`src/rtl/fetch_unit_pkg.sv`:
```
// Shared constants and types for the instruction-fetch front end.
package fetch_unit_pkg;

    localparam int unsigned INST_W = 32;

    // Default first fetch address after reset (word aligned).
    localparam logic [31:0] FETCH_RESET_PC = 32'h0000_0000;

    typedef logic [INST_W-1:0] inst_t;

    // What happens to a memory response arriving in the current cycle.
    typedef enum logic [1:0] {
        RSP_NONE,     // no response this cycle
        RSP_DROP,     // stale response, consumed by the drop counter
        RSP_FILL,     // written into the oldest unfilled queue entry
        RSP_FLUSHED   // arrived during a redirect, folded into the new drop count
    } rsp_kind_e;

    // Canonical NOP (addi x0,x0,0) that decode substitutes on a flush.
    function automatic inst_t nop_inst();
        return 32'h0000_0013;
    endfunction

endpackage

```
`src/rtl/fetch_unit_if.sv`:
```
// Fetch-side handshakes: instruction memory request/response, redirect, decode output.
interface fetch_unit_if
    import fetch_unit_pkg::*;
#(
    parameter int unsigned XLEN = 32
);

    logic            imem_req_valid;
    logic            imem_req_ready;
    logic [XLEN-1:0] imem_req_addr;
    logic            imem_rsp_valid;
    inst_t           imem_rsp_data;
    logic            redirect_valid;
    logic [XLEN-1:0] redirect_pc;
    logic            inst_valid;
    logic            inst_ready;
    inst_t           inst_out;
    logic [XLEN-1:0] inst_pc;
    logic [XLEN-1:0] inst_pc_inc;

    // Fetch unit side.
    modport master (
        output imem_req_valid, imem_req_addr,
        input  imem_req_ready, imem_rsp_valid, imem_rsp_data,
        input  redirect_valid, redirect_pc,
        output inst_valid, inst_out, inst_pc, inst_pc_inc,
        input  inst_ready
    );

    // Memory / decode / branch-unit side.
    modport slave (
        input  imem_req_valid, imem_req_addr,
        output imem_req_ready, imem_rsp_valid, imem_rsp_data,
        output redirect_valid, redirect_pc,
        input  inst_valid, inst_out, inst_pc, inst_pc_inc,
        output inst_ready
    );

endinterface

```
`src/rtl/fetch_unit_queue.sv`:
```
// In-order prefetch queue: entries are allocated at the tail when a request is
// accepted, filled in order as responses return, and popped from the head.
module fetch_unit_queue
    import fetch_unit_pkg::*;
#(
    parameter int unsigned DEPTH = 4,
    parameter int unsigned XLEN  = 32
) (
    input  logic                       clk,
    input  logic                       rst,
    input  logic                       flush,
    input  logic                       alloc,
    input  logic [XLEN-1:0]            alloc_pc,
    input  logic                       fill,
    input  inst_t                      fill_data,
    input  logic                       pop,
    output logic                       head_ready,
    output logic [XLEN-1:0]            head_pc,
    output inst_t                      head_inst,
    output logic [$clog2(DEPTH+1)-1:0] alloc_cnt,
    output logic [$clog2(DEPTH+1)-1:0] unfilled_cnt
);

    localparam int unsigned PTR_W = $clog2(DEPTH);
    localparam int unsigned CNT_W = $clog2(DEPTH+1);

    logic [PTR_W-1:0] head;
    logic [PTR_W-1:0] tail;
    logic [PTR_W-1:0] fill_ptr;
    logic [XLEN-1:0]  pc_q [DEPTH];
    inst_t            inst_q [DEPTH];
    logic [DEPTH-1:0] filled;

    // Pointer and occupancy bookkeeping; a flush empties the queue outright.
    always_ff @(posedge clk or negedge rst) begin
        if (!rst) begin
            head         <= '0;
            tail         <= '0;
            fill_ptr     <= '0;
            alloc_cnt    <= '0;
            unfilled_cnt <= '0;
        end else if (flush) begin
            head         <= '0;
            tail         <= '0;
            fill_ptr     <= '0;
            alloc_cnt    <= '0;
            unfilled_cnt <= '0;
        end else begin
            if (alloc) tail     <= tail + PTR_W'(1);
            if (fill)  fill_ptr <= fill_ptr + PTR_W'(1);
            if (pop)   head     <= head + PTR_W'(1);
            alloc_cnt    <= alloc_cnt + CNT_W'(alloc) - CNT_W'(pop);
            unfilled_cnt <= unfilled_cnt + CNT_W'(alloc) - CNT_W'(fill);
        end
    end

    // Entry storage. Alloc (at the free tail) and fill (at an already allocated
    // entry) never target the same slot in one cycle.
    always_ff @(posedge clk or negedge rst) begin
        if (!rst) begin
            for (int unsigned i = 0; i < DEPTH; i++) begin
                pc_q[i]   <= '0;
                inst_q[i] <= '0;
            end
            filled <= '0;
        end else if (flush) begin
            filled <= '0;
        end else begin
            if (alloc) begin
                pc_q[tail]   <= alloc_pc;
                filled[tail] <= 1'b0;
            end
            if (fill) begin
                inst_q[fill_ptr] <= fill_data;
                filled[fill_ptr] <= 1'b1;
            end
        end
    end

    // Head view: only registered state, so a same-cycle fill is never bypassed.
    always_comb begin
        head_ready = (alloc_cnt != '0) && filled[head];
        head_pc    = pc_q[head];
        head_inst  = inst_q[head];
    end

endmodule

```
`src/rtl/fetch_unit.sv`:
```
// Decoupled instruction-fetch stage: PC register, request issue gating,
// stale-response drop counter and redirect handling around the prefetch queue.
module fetch_unit
    import fetch_unit_pkg::*;
#(
    parameter int unsigned     XLEN     = 32,
    parameter int unsigned     DEPTH    = 4,
    parameter logic [XLEN-1:0] RESET_PC = XLEN'(FETCH_RESET_PC)
) (
    input logic          clk,
    input logic          rst,
    fetch_unit_if.master bus
);

    localparam int unsigned     CNT_W   = $clog2(DEPTH+1);
    localparam logic [CNT_W:0]  DEPTH_W = (CNT_W+1)'(DEPTH);

    logic [XLEN-1:0]  fetch_pc;
    logic [CNT_W-1:0] drop;
    logic [CNT_W-1:0] alloc_cnt;
    logic [CNT_W-1:0] unfilled_cnt;
    logic             req_fire;
    logic             pop;
    logic             fill;
    logic             head_ready;
    logic [XLEN-1:0]  head_pc;
    inst_t            head_inst;
    rsp_kind_e        rsp_kind;

    // Issue gating and decode-side outputs. Outstanding requests are the
    // allocated entries plus the stale ones still owed by memory.
    always_comb begin
        bus.imem_req_valid = rst && !bus.redirect_valid &&
                             (({1'b0, alloc_cnt} + {1'b0, drop}) < DEPTH_W);
        bus.imem_req_addr  = fetch_pc;
        bus.inst_valid     = rst && head_ready && !bus.redirect_valid;
        bus.inst_out       = head_inst;
        bus.inst_pc        = head_pc;
        bus.inst_pc_inc    = head_pc + XLEN'(4);
        req_fire           = bus.imem_req_valid && bus.imem_req_ready;
        pop                = bus.inst_valid && bus.inst_ready;
    end

    // Classify the incoming response.
    always_comb begin
        rsp_kind = RSP_NONE;
        if (bus.imem_rsp_valid) begin
            if (bus.redirect_valid)
                rsp_kind = RSP_FLUSHED;
            else if (drop != '0)
                rsp_kind = RSP_DROP;
            else if (unfilled_cnt != '0)
                rsp_kind = RSP_FILL;
        end
        fill = (rsp_kind == RSP_FILL);
    end

    // Fetch PC: redirect target (word aligned) or advance on each accepted request.
    always_ff @(posedge clk or negedge rst) begin
        if (!rst)
            fetch_pc <= RESET_PC;
        else if (bus.redirect_valid)
            fetch_pc <= bus.redirect_pc & ~XLEN'(3);
        else if (req_fire)
            fetch_pc <= fetch_pc + XLEN'(4);
    end

    // Drop counter: on redirect every unfilled entry becomes a stale response
    // still owed by memory, less one if it is arriving right now.
    always_ff @(posedge clk or negedge rst) begin
        if (!rst)
            drop <= '0;
        else if (bus.redirect_valid)
            drop <= CNT_W'({1'b0, drop} + {1'b0, unfilled_cnt} -
                           (CNT_W+1)'(bus.imem_rsp_valid));
        else if (rsp_kind == RSP_DROP)
            drop <= drop - CNT_W'(1);
    end

    fetch_unit_queue #(
        .DEPTH (DEPTH),
        .XLEN  (XLEN)
    ) u_queue (
        .clk          (clk),
        .rst          (rst),
        .flush        (bus.redirect_valid),
        .alloc        (req_fire),
        .alloc_pc     (fetch_pc),
        .fill         (fill),
        .fill_data    (bus.imem_rsp_data),
        .pop          (pop),
        .head_ready   (head_ready),
        .head_pc      (head_pc),
        .head_inst    (head_inst),
        .alloc_cnt    (alloc_cnt),
        .unfilled_cnt (unfilled_cnt)
    );

endmodule

```
`src/flat_wrapper.sv`:
```
// flat-port wrapper written by rule: the top's interface ports become plain ports
module fetch_unit_flat import fetch_unit_pkg::*;
#(
    parameter int unsigned     XLEN     = 32,
    parameter int unsigned     DEPTH    = 4,
    parameter logic [XLEN-1:0] RESET_PC = XLEN'(FETCH_RESET_PC)
)
  (clk, rst, bus_imem_req_valid, bus_imem_req_addr, bus_imem_req_ready, bus_imem_rsp_valid, bus_imem_rsp_data, bus_redirect_valid, bus_redirect_pc, bus_inst_valid, bus_inst_out, bus_inst_pc, bus_inst_pc_inc, bus_inst_ready);
  fetch_unit_if #(.XLEN(XLEN)) bus_i ();
  input logic clk;
  input logic rst;
  output wire logic [$bits(bus_i.imem_req_valid)-1:0] bus_imem_req_valid;
  output wire logic [$bits(bus_i.imem_req_addr)-1:0] bus_imem_req_addr;
  input wire logic [$bits(bus_i.imem_req_ready)-1:0] bus_imem_req_ready;
  input wire logic [$bits(bus_i.imem_rsp_valid)-1:0] bus_imem_rsp_valid;
  input wire logic [$bits(bus_i.imem_rsp_data)-1:0] bus_imem_rsp_data;
  input wire logic [$bits(bus_i.redirect_valid)-1:0] bus_redirect_valid;
  input wire logic [$bits(bus_i.redirect_pc)-1:0] bus_redirect_pc;
  output wire logic [$bits(bus_i.inst_valid)-1:0] bus_inst_valid;
  output wire logic [$bits(bus_i.inst_out)-1:0] bus_inst_out;
  output wire logic [$bits(bus_i.inst_pc)-1:0] bus_inst_pc;
  output wire logic [$bits(bus_i.inst_pc_inc)-1:0] bus_inst_pc_inc;
  input wire logic [$bits(bus_i.inst_ready)-1:0] bus_inst_ready;
  assign bus_imem_req_valid = bus_i.imem_req_valid;
  assign bus_imem_req_addr = bus_i.imem_req_addr;
  assign bus_i.imem_req_ready = bus_imem_req_ready;
  assign bus_i.imem_rsp_valid = bus_imem_rsp_valid;
  assign bus_i.imem_rsp_data = bus_imem_rsp_data;
  assign bus_i.redirect_valid = bus_redirect_valid;
  assign bus_i.redirect_pc = bus_redirect_pc;
  assign bus_inst_valid = bus_i.inst_valid;
  assign bus_inst_out = bus_i.inst_out;
  assign bus_inst_pc = bus_i.inst_pc;
  assign bus_inst_pc_inc = bus_i.inst_pc_inc;
  assign bus_i.inst_ready = bus_inst_ready;
  fetch_unit #(.XLEN(XLEN), .DEPTH(DEPTH), .RESET_PC(RESET_PC)) u_core (.clk(clk), .rst(rst), .bus(bus_i));
endmodule
```
`config.mk`:
```
export PLATFORM = sky130hd
export DESIGN_NAME = fetch_unit_flat
export DESIGN_NICKNAME = d
export VERILOG_FILES = /design/src/rtl/fetch_unit_pkg.sv /design/src/rtl/fetch_unit_if.sv /design/src/rtl/fetch_unit_queue.sv /design/src/rtl/fetch_unit.sv /design/src/flat_wrapper.sv
export SDC_FILE = /design/constraint.sdc
export NUM_CORES = 1
export LEC_CHECK = 0
export CORE_MARGIN = 4
export CORE_UTILIZATION = 35
export DETAILED_ROUTE_END_ITERATION = 12
export PLACE_DENSITY_LB_ADDON = 0.3
export SETUP_SLACK_MARGIN = 0.4
export SLEW_MARGIN = 20
export SYNTH_ARGS = -nofsm -noshare
export SYNTH_HDL_FRONTEND = slang
export SYNTH_SLANG_ARGS = --single-unit
```
`constraint.sdc`:
```
create_clock -name clk -period 3.2 [get_ports clk]
set_input_delay 0.64 -clock clk [delete_from_list [all_inputs] [get_ports clk]]
set_output_delay 0.64 -clock clk [all_outputs]
set_load 0.1 [all_outputs]
```
==> results of run 1 <==
## sequential cells by signal (all words and copies together) (netlist names), 3 cells and up
| signal | flops |
|---|---|
| u_core.bus.imem_req_addr | 30 |
| u_core.drop | 3 |
| u_core.u_queue.alloc_cnt | 3 |
| u_core.u_queue.filled | 4 |
| u_core.u_queue.inst_q | 128 |
| u_core.u_queue.pc_q | 120 |
| u_core.u_queue.unfilled_cnt | 3 |
## Yosys cell counts, types with 14 or more instances
| library cell | number |
|---|---|
| buf_1 | 16 |
| clkbuf_1 | 30 |
| dfrtp_1 | 297 |
| ha_1 | 21 |
| inv_1 | 24 |
| mux2_2 | 232 |
| mux4_1 | 14 |
| mux4_2 | 49 |
| nand2_1 | 72 |
| nand3_1 | 30 |
| nor2_1 | 24 |
| nor3_1 | 15 |
| o21ai_0 | 41 |
| xnor2_1 | 19 |
| xor2_1 | 24 |
## kinds of logic (layout without fill, tap and decap cells)
logic type               Yosys count  in the layout  share of synthesized area, %
AO/OA/AOI/OAI                     87             87                          3.99
adder cells (fa/ha/maj)           24             24                          2.26
multiplexers                     297            297                          28.7
AND/OR/NAND/NOR                  201            202                          7.40
other                              1              6                        0.0262
flip-flops                       297            297                          51.9
buffers and inverters             94            358                          3.09
XOR/XNOR                          43             43                          2.63
## power groups by stage
stage          Clock, uW  Combinational (uW)  Sequential (uW)
3_3_place_gp           0                9660             4790
3_5_place_dp           0                9730             4820
6_report            4030               10000             4770
4_1_cts             4160                9970             4760
5_1_grt             4310               10300             4840
2_1_floorplan          0                6430             5000
## metrics by stage
step | instances | hold slack, ps | worst slack, ps
final | 1839 | 169 | -413
after global routing | 1839 | 216 | -553
after CTS | 1832 | 223 | -477
after detailed placement | 1760 | 466 | -26.2
after global placement | 1760 | 459 | -0.192
after floorplan | 1049 | 344 | -445
## final cells by class
cell class	instances	area, um2
Fill cell	3445	20100
Sequential cell	297	7440
Multi-Input combinational cell	659	7290
Timing Repair Buffer	271	3340
Clock buffer	54	1100
Tap cell	525	657
Inverter	25	93.8
Clock inverter	8	85.1
## layer usage
| layer | GRT usage (%) | part of all wire [%] | vias to the layer above |
|---|---|---|---|
| li1 | - | - | 4330 |
| met1 | 21.9 | 43 | 4904 |
| met2 | 27.2 | 49 | 233 |
| met3 | 4.54 | 6.4 | 51 |
| met4 | 4.46 | 2.2 | 4 |
| met5 | 0 | 0.071 | - |
## cell usage in the layout, fill, tap and decap left out, drive strengths merged, types with 15 or more instances in the layout
cell type        n
dfrtp          297
mux2           232
buf            206
nand2           75
clkdlybuf4s50   65
mux4            63
clkbuf          54
o21ai           41
nand3           30
inv             28
nor2            24
xor2            24
ha              21
xnor2           19
nor3            15
## path summary, 6_finish.rpt
kind	to	slack, ps	depth (start not counted)
setup / recovery	bus_inst_pc_inc[24]	-410	9
hold / removal	u_core.u_queue.pc_q[110]$_DFFE_PN0P_	170	2
setup reg to reg	u_core.u_queue.alloc_cnt[1]$_DFF_PN0_	420	11
hold reg to reg	u_core.u_queue.pc_q[87]$_DFFE_PN0P_	480	2
max in group asynchronous	u_core.u_queue.inst_q[99]$_DFFE_PN0P_	1510	3
min in group clk	u_core.u_queue.pc_q[87]$_DFFE_PN0P_	480	2
## timing repair
item                                    4_1_cts  5_1_grt
endpoints found under the setup margin       80       89
pin swaps                                    13        9
resized for setup                            63       14
hold buffers                                  0        0
gates cloned                                  1        1
setup buffers                                 9        6
==> summary.md, run 1 <==
| Metric | Value |
|---|---|
| RR Startpoint | `u_core.u_queue.head[0]$_DFFE_PN0P_` |
| First-pass GRT wire length | `58400 um` |
| VDD IR-drop max | `675 uV` |
| Share of power burned in registers | `25.3%` |
| Slowest CP cell | `dfrtp_4` |
| Final Hold Vio Count | `0` |
| Sw frac | `44.9%` |
| Ys async rst share | `100%` |
| Power Internal | `10400 uW` |
| Nets | `1384` |
| CP Launch Point | `u_core.u_queue.head[0]$_DFFE_PN0P_` |
| Crit-path max cell delay | `roughly 500 ps` |
| #FFs+latches synth | `approximately 300` |
| Clock buffer depth | `3` |
| Die boundary height | `210 um` |
| Failing checks | `setup timing` |
| Cell area after synthesis | `~14000 um2` |
| Max_cap viols | `0` |
| Cell type with the highest aggregate area in the netlist | `dfrtp_1` |
| Minimum clock period | `between 3000 and 4000 ps` |
| Vias | `between 9000 and 10000` |
| GRT Resource Usage Total | `between 15 and 20%` |
| Gpl congestion | `between 0.7 and 0.8` |
| Initial Util | `between 30% and 40%` |
| Number of global-route vias before repair | `10200` |
| Detailed Place HPWL | `24400 um` |
| Pwr per Cell Area | `940 nW/um2` |
| CTS tree | `yes` |
| Total Die Area | `44200 um2` |
| Critical path class | `reg -> out` |
| GRT overflow | `0` |
| Worst-margin pin slew | `982 ps` |
| Required time of the critical path | `2560 ps` |
| HP Class | `in -> async` |
| DR pass1 iterations | `5` |
| Final setup TNS | `-6940 ps` |
| Ys flop type | `dfrtp_1` |
| Fraction of layout cells with a size suffix above 1 | `49.1%` |
| Power Total | `~19000 uW` |
| Sequential area share after synthesis | `51.9%` |
| WP data arrival | `2970 ps` |
| Htree depth | `2` |
| Clk Latency, worst-skew pair | `540 ps` |
| Post-Synthesis Cells | `1044` |
| DRC violations left | `0` |
| Logic gate share of total power | `53.2%` |
| P_sw | `8450 uW` |
| Final period util | `113%` |
| Reg clk slew, reported paths | `~60 ps` |
| Ports | `200` |
| Final WL | `36500 um` |
| DR WL/cell | `19.8 um` |
| Syn_area_per_cell | `13.7 um2` |
| EDFF count, synth | `0` |
| PnR worst setup slack | `-413 ps` |
| DR vias/cell | `5.18` |
| RSZ-0062 raised after global routing | `yes` |
| Synth top area share | `51.9%` |
| Clock power share | `21.5%` |
| 1st-iter DRT viols | `534` |
| CORE AREA | `~40000 um2` |
| Top Family by Delay on Critical Path | `simple AND/OR/NAND/NOR gates` |
| Synthesis Warnings | `0` |
| Die Wd | `210 um` |
| Sum of buffers and inverters on the critical path | `4` |
| Outcome | `finished, violations left` |
| Post-layout util | `49.9%` |
| Count of cell types in the netlist | `55` |
| Post-DP Area | `approximately 18000 um2` |
| Row cnt | `73` |
| Crit path cell chain | `buf_12 -> buf_12 -> mux4_2 -> and3_4 -> nand4_4 -> buf_12 -> nor4_4 -> xor2_4 -> buf_12` |
| # port buffers | `around 190` |
| Synth top area cells | `dfrtp_1, mux2_2, mux4_2, mux4_1, nand2_1` |
| Clock skew | `24.8 ps` |
| Initial antenna violation count | `2` |
| Max Fanout on Critical Path | `10` |
| Most used cell, CP | `buf_12` |
| CP endpoint kind | `output port` |
| Rel. slew slack | `~35%` |
| Synth-to-layout area growth | `39.8%` |
| Leakage power | `0.00924 uW` |
| Final antenna-violating net count | `0` |
| Fin. max-slew vios | `0` |
| Final Setup Violations | `25` |
| Clock Root Buffer | `clkbuf_16` |
| Design area | `20000 um2` |
| CTS Sinks | `approximately 300` |
| Largest net degree at the start of global routing | `167` |
| Antenna cells | `0` |
| Total CTS buffers | `36` |
| Startpoint types | `flop` |
| Fmax | `0.277 GHz` |
No activity file was read; power rests on OpenSTA's default activity.
==> inputs of run 2 (changes only) <==
--- a/config.mk
+++ b/config.mk
@@ -7,7 +7,9 @@
 export LEC_CHECK = 0
 export CORE_MARGIN = 4
 export CORE_UTILIZATION = 35
+export CTS_CLUSTER_SIZE = 8
 export DETAILED_ROUTE_END_ITERATION = 12
+export GPL_TIMING_DRIVEN = 0
 export PLACE_DENSITY_LB_ADDON = 0.3
 export SETUP_SLACK_MARGIN = 0.4
 export SLEW_MARGIN = 20
==> run 2 against run 1 <==
The run still ends with setup timing left. Non-clock buffer count is 50 higher. Die area stayed put. Clock power is 1% higher.
==> summary.md, run 2 (synthesis gave the netlist of run 1 again) <==
| Metric | Value |
|---|---|
| Initial antenna violation count | `1 (was 2)` |
| Met3 WL | `2350 um (was 2340 um)` |
| First-pass GRT wire length | `62000 um (was 58400 um)` |
| WP data arrival | `3050 ps (was 2970 ps)` |
| RSZ-0062 raised after global routing | `yes (unchanged)` |
| CTS tree | `yes (unchanged)` |
| Top Family by Delay on Critical Path | `simple AND/OR/NAND/NOR gates (unchanged)` |
| Highest layer used for signal routing | `met5 (unchanged)` |
| Worst-margin pin slew | `1090 ps (was 982 ps)` |
| Critical path depth | `8 (was 9)` |
| DR pass1 iterations | `5 (unchanged)` |
| Number of global-route vias before repair | `10400 (was 10200)` |
| Clock skew | `20.3 ps (was 24.8 ps)` |
| Final period util | `115% (was 113%)` |
| Post-DP Area | `17600 um2 (was 18300 um2)` |
| Required time of the critical path | `2560 ps (about the same)` |
| Initial Util | `35.7% (unchanged)` |
| Fin. max-slew vios | `0 (unchanged)` |
| Largest net degree at the start of global routing | `98 (was 167)` |
| Final antenna-violating net count | `0 (unchanged)` |
| Worst hold margin | `91.0 ps (was 169 ps)` |
| Pwr per Cell Area | `928 nW/um2 (was 940 nW/um2)` |
| Slowest CP cell | `or4_4 (was dfrtp_4)` |
| Reg2reg path depth | `14 (was 11)` |
| Reg clk slew, reported paths | `50 ps (was 60 ps)` |
| DR WL/cell | `21.3 um (was 19.8 um)` |
| Outcome | `finished, violations left (unchanged)` |
| Leakage power | `0.00946 uW (was 0.00924 uW)` |
| PnR worst setup slack | `-486 ps (was -413 ps)` |
| CORE AREA | `40100 um2 (unchanged)` |
| Commonest cells after routing, fill and taps aside | `dfrtp_1, mux2_2, buf_12, clkdlybuf4s50_1, nand2_1 (was dfrtp_1, mux2_2, buf_4, buf_12, nand2_1)` |
| Rel. slew slack | `27.8% (was 34.5%)` |
| Htree depth | `2 (unchanged)` |
| Total CTS buffers | `44 (was 36)` |
| Most common cell after layout, fill and taps aside | `dfrtp_1 (unchanged)` |
| Total Die Area | `44200 um2 (unchanged)` |
| Nets | `1443 (was 1384)` |
| Die Wd | `210 um (unchanged)` |
| Max reg flops | `128 (unchanged)` |
| Max Fanout on Critical Path | `10 (unchanged)` |
| Startpoint types | `flop (unchanged)` |
| GRT Resource Usage Total | `18.0% (was 16.6%)` |
| GRT overflow | `0 (unchanged)` |
| Minimum clock period | `3690 ps (was 3610 ps)` |
| DR vias/cell | `5.29 (was 5.18)` |
| Non-Filler Instances | `1880 (was 1839)` |
| DRC violations left | `0 (unchanged)` |
| Crit path cell chain | `buf_6 -> clkbuf_16 -> mux4_2 -> inv_4 -> or4_4 -> nor4_4 -> xor2_4 -> buf_12 (was buf_12 -> buf_12 -> mux4_2 -> and3_4 -> nand4_4 -> buf_12 -> nor4_4 -> xor2_4 -> buf_12)` |
| Dpl cells | `1767 (was 1760)` |
| Crit-path max cell delay | `640 ps (was 510 ps)` |
| Critical path class | `reg -> out (unchanged)` |
| Most flop-heavy register | `u_core.u_queue.inst_q (unchanged)` |
| Vias | `9938 (was 9522)` |
| VDD IR-drop max | `779 uV (was 675 uV)` |
| Power Total | `19000 uW (was 18800 uW)` |
| Synth-to-layout area growth | `43.3% (was 39.8%)` |
| Die boundary height | `210 um (unchanged)` |
| Fraction of layout cells with a size suffix above 1 | `46.0% (was 49.1%)` |
| Gpl congestion | `0.847 (was 0.773)` |
| Filler instances | `3378 (was 3445)` |
| Met2 WL | `19600 um (was 17700 um)` |
| # port buffers | `190 (was 191)` |
| Antenna cells | `0 (unchanged)` |
| Max_cap viols | `0 (unchanged)` |
| Clock Root Buffer | `clkbuf_16 (unchanged)` |
| Sum of buffers and inverters on the critical path | `4 (unchanged)` |
| CP endpoint kind | `output port (unchanged)` |
| Clock buffer depth | `3 (unchanged)` |
| Final WL | `40000 um (was 36500 um)` |
| HP Class | `in -> async (unchanged)` |
| 1st-iter DRT viols | `540 (was 534)` |
| CTS Sinks | `297 (unchanged)` |
| Fmax | `0.271 GHz (was 0.277 GHz)` |
| Final Setup Violations | `56 (was 25)` |
| Detailed Place HPWL | `26700 um (was 24400 um)` |
| Pre-CTS setup slack | `-1190 ps (was -26.2 ps)` |
| Failing checks | `setup timing (unchanged)` |
| Row cnt | `73 (unchanged)` |
| M1 wire length | `17200 um (was 15500 um)` |
| Ports | `200 (unchanged)` |
| Clk Latency, worst-skew pair | `560 ps (was 540 ps)` |
| Design area | `20500 um2 (was 20000 um2)` |
| Final Hold Vio Count | `0 (unchanged)` |
==> run 2: cell type report <==
type / instances / area [um2] / area share [%]
Clock buffer: 47 / 1120 / 5.47
Buffer: 69 / 518 / 2.53
Tap cell: 525 / 657 / 3.20
Inverter: 25 / 96.3 / 0.470
Sequential cell: 297 / 7430 / 36.2
Timing Repair Buffer: 252 / 3280 / 16.0
Multi-Input combinational cell: 660 / 7340 / 35.8
Clock inverter: 5 / 61.3 / 0.299
==> run 2: metrics by stage <==
| step | utilization, % | TNS [ps] |
|---|---|---|
| floorplan | - | -7820 |
| global placement | 43.8 | -5126610 |
| detailed placement | 44.0 | -60370 |
| CTS | 49.9 | -12230 |
| global route | 51.2 | -17080 |
| finish | 51.2 | -11150 |
==> run 2: final timing paths <==
check	from	endpoint	slack [ps]
max in group asynchronous	rst	u_core.u_queue.pc_q[15]$_DFFE_PN0P_	1950
min in group clk	u_core.u_queue.pc_q[12]$_DFFE_PN0P_	u_core.u_queue.pc_q[12]$_DFFE_PN0P_	480
worst max register to register	u_core.u_queue.head[0]$_DFFE_PN0P_	u_core.u_queue.alloc_cnt[1]$_DFF_PN0_	120
worst min-delay path	rst	u_core.bus.imem_req_addr[18]$_DFFE_PN0N_	90
worst min register to register	u_core.u_queue.pc_q[12]$_DFFE_PN0P_	u_core.u_queue.pc_q[12]$_DFFE_PN0P_	480
worst max-delay path	u_core.u_queue.head[1]$_DFFE_PN0P_	bus_inst_pc_inc[23]	-490
==> run 2: routing by layer <==
| layer | vias up | GRT usage (%) |
|---|---|---|
| met2 | 281 | 30.0 |
| met3 | 61 | 4.15 |
| li1 | 4433 | - |
| met5 | - | 0 |
| met1 | 5161 | 23.9 |
| met4 | 2 | 4.48 |
==> run 2: what timing repair did <==
| action | 4_1_cts | 5_1_grt |
|---|---|---|
| hold buffers | 1 | 0 |
| pin swaps | 13 | 13 |
| buffers inserted | 38 | 17 |
| endpoints found under the setup margin | 145 | 141 |
| resized for setup | 839 | 84 |
| cloned | 3 | 2 |
| endpoints found under the hold margin | 17 | 0 |
==> run 2: where the power goes <==
group / switching, uW / total (uW) / internal [uW]
combinational: 6610 / 10200 / 3590
sequential: 375 / 4760 / 4380
clock: 1620 / 4090 / 2460
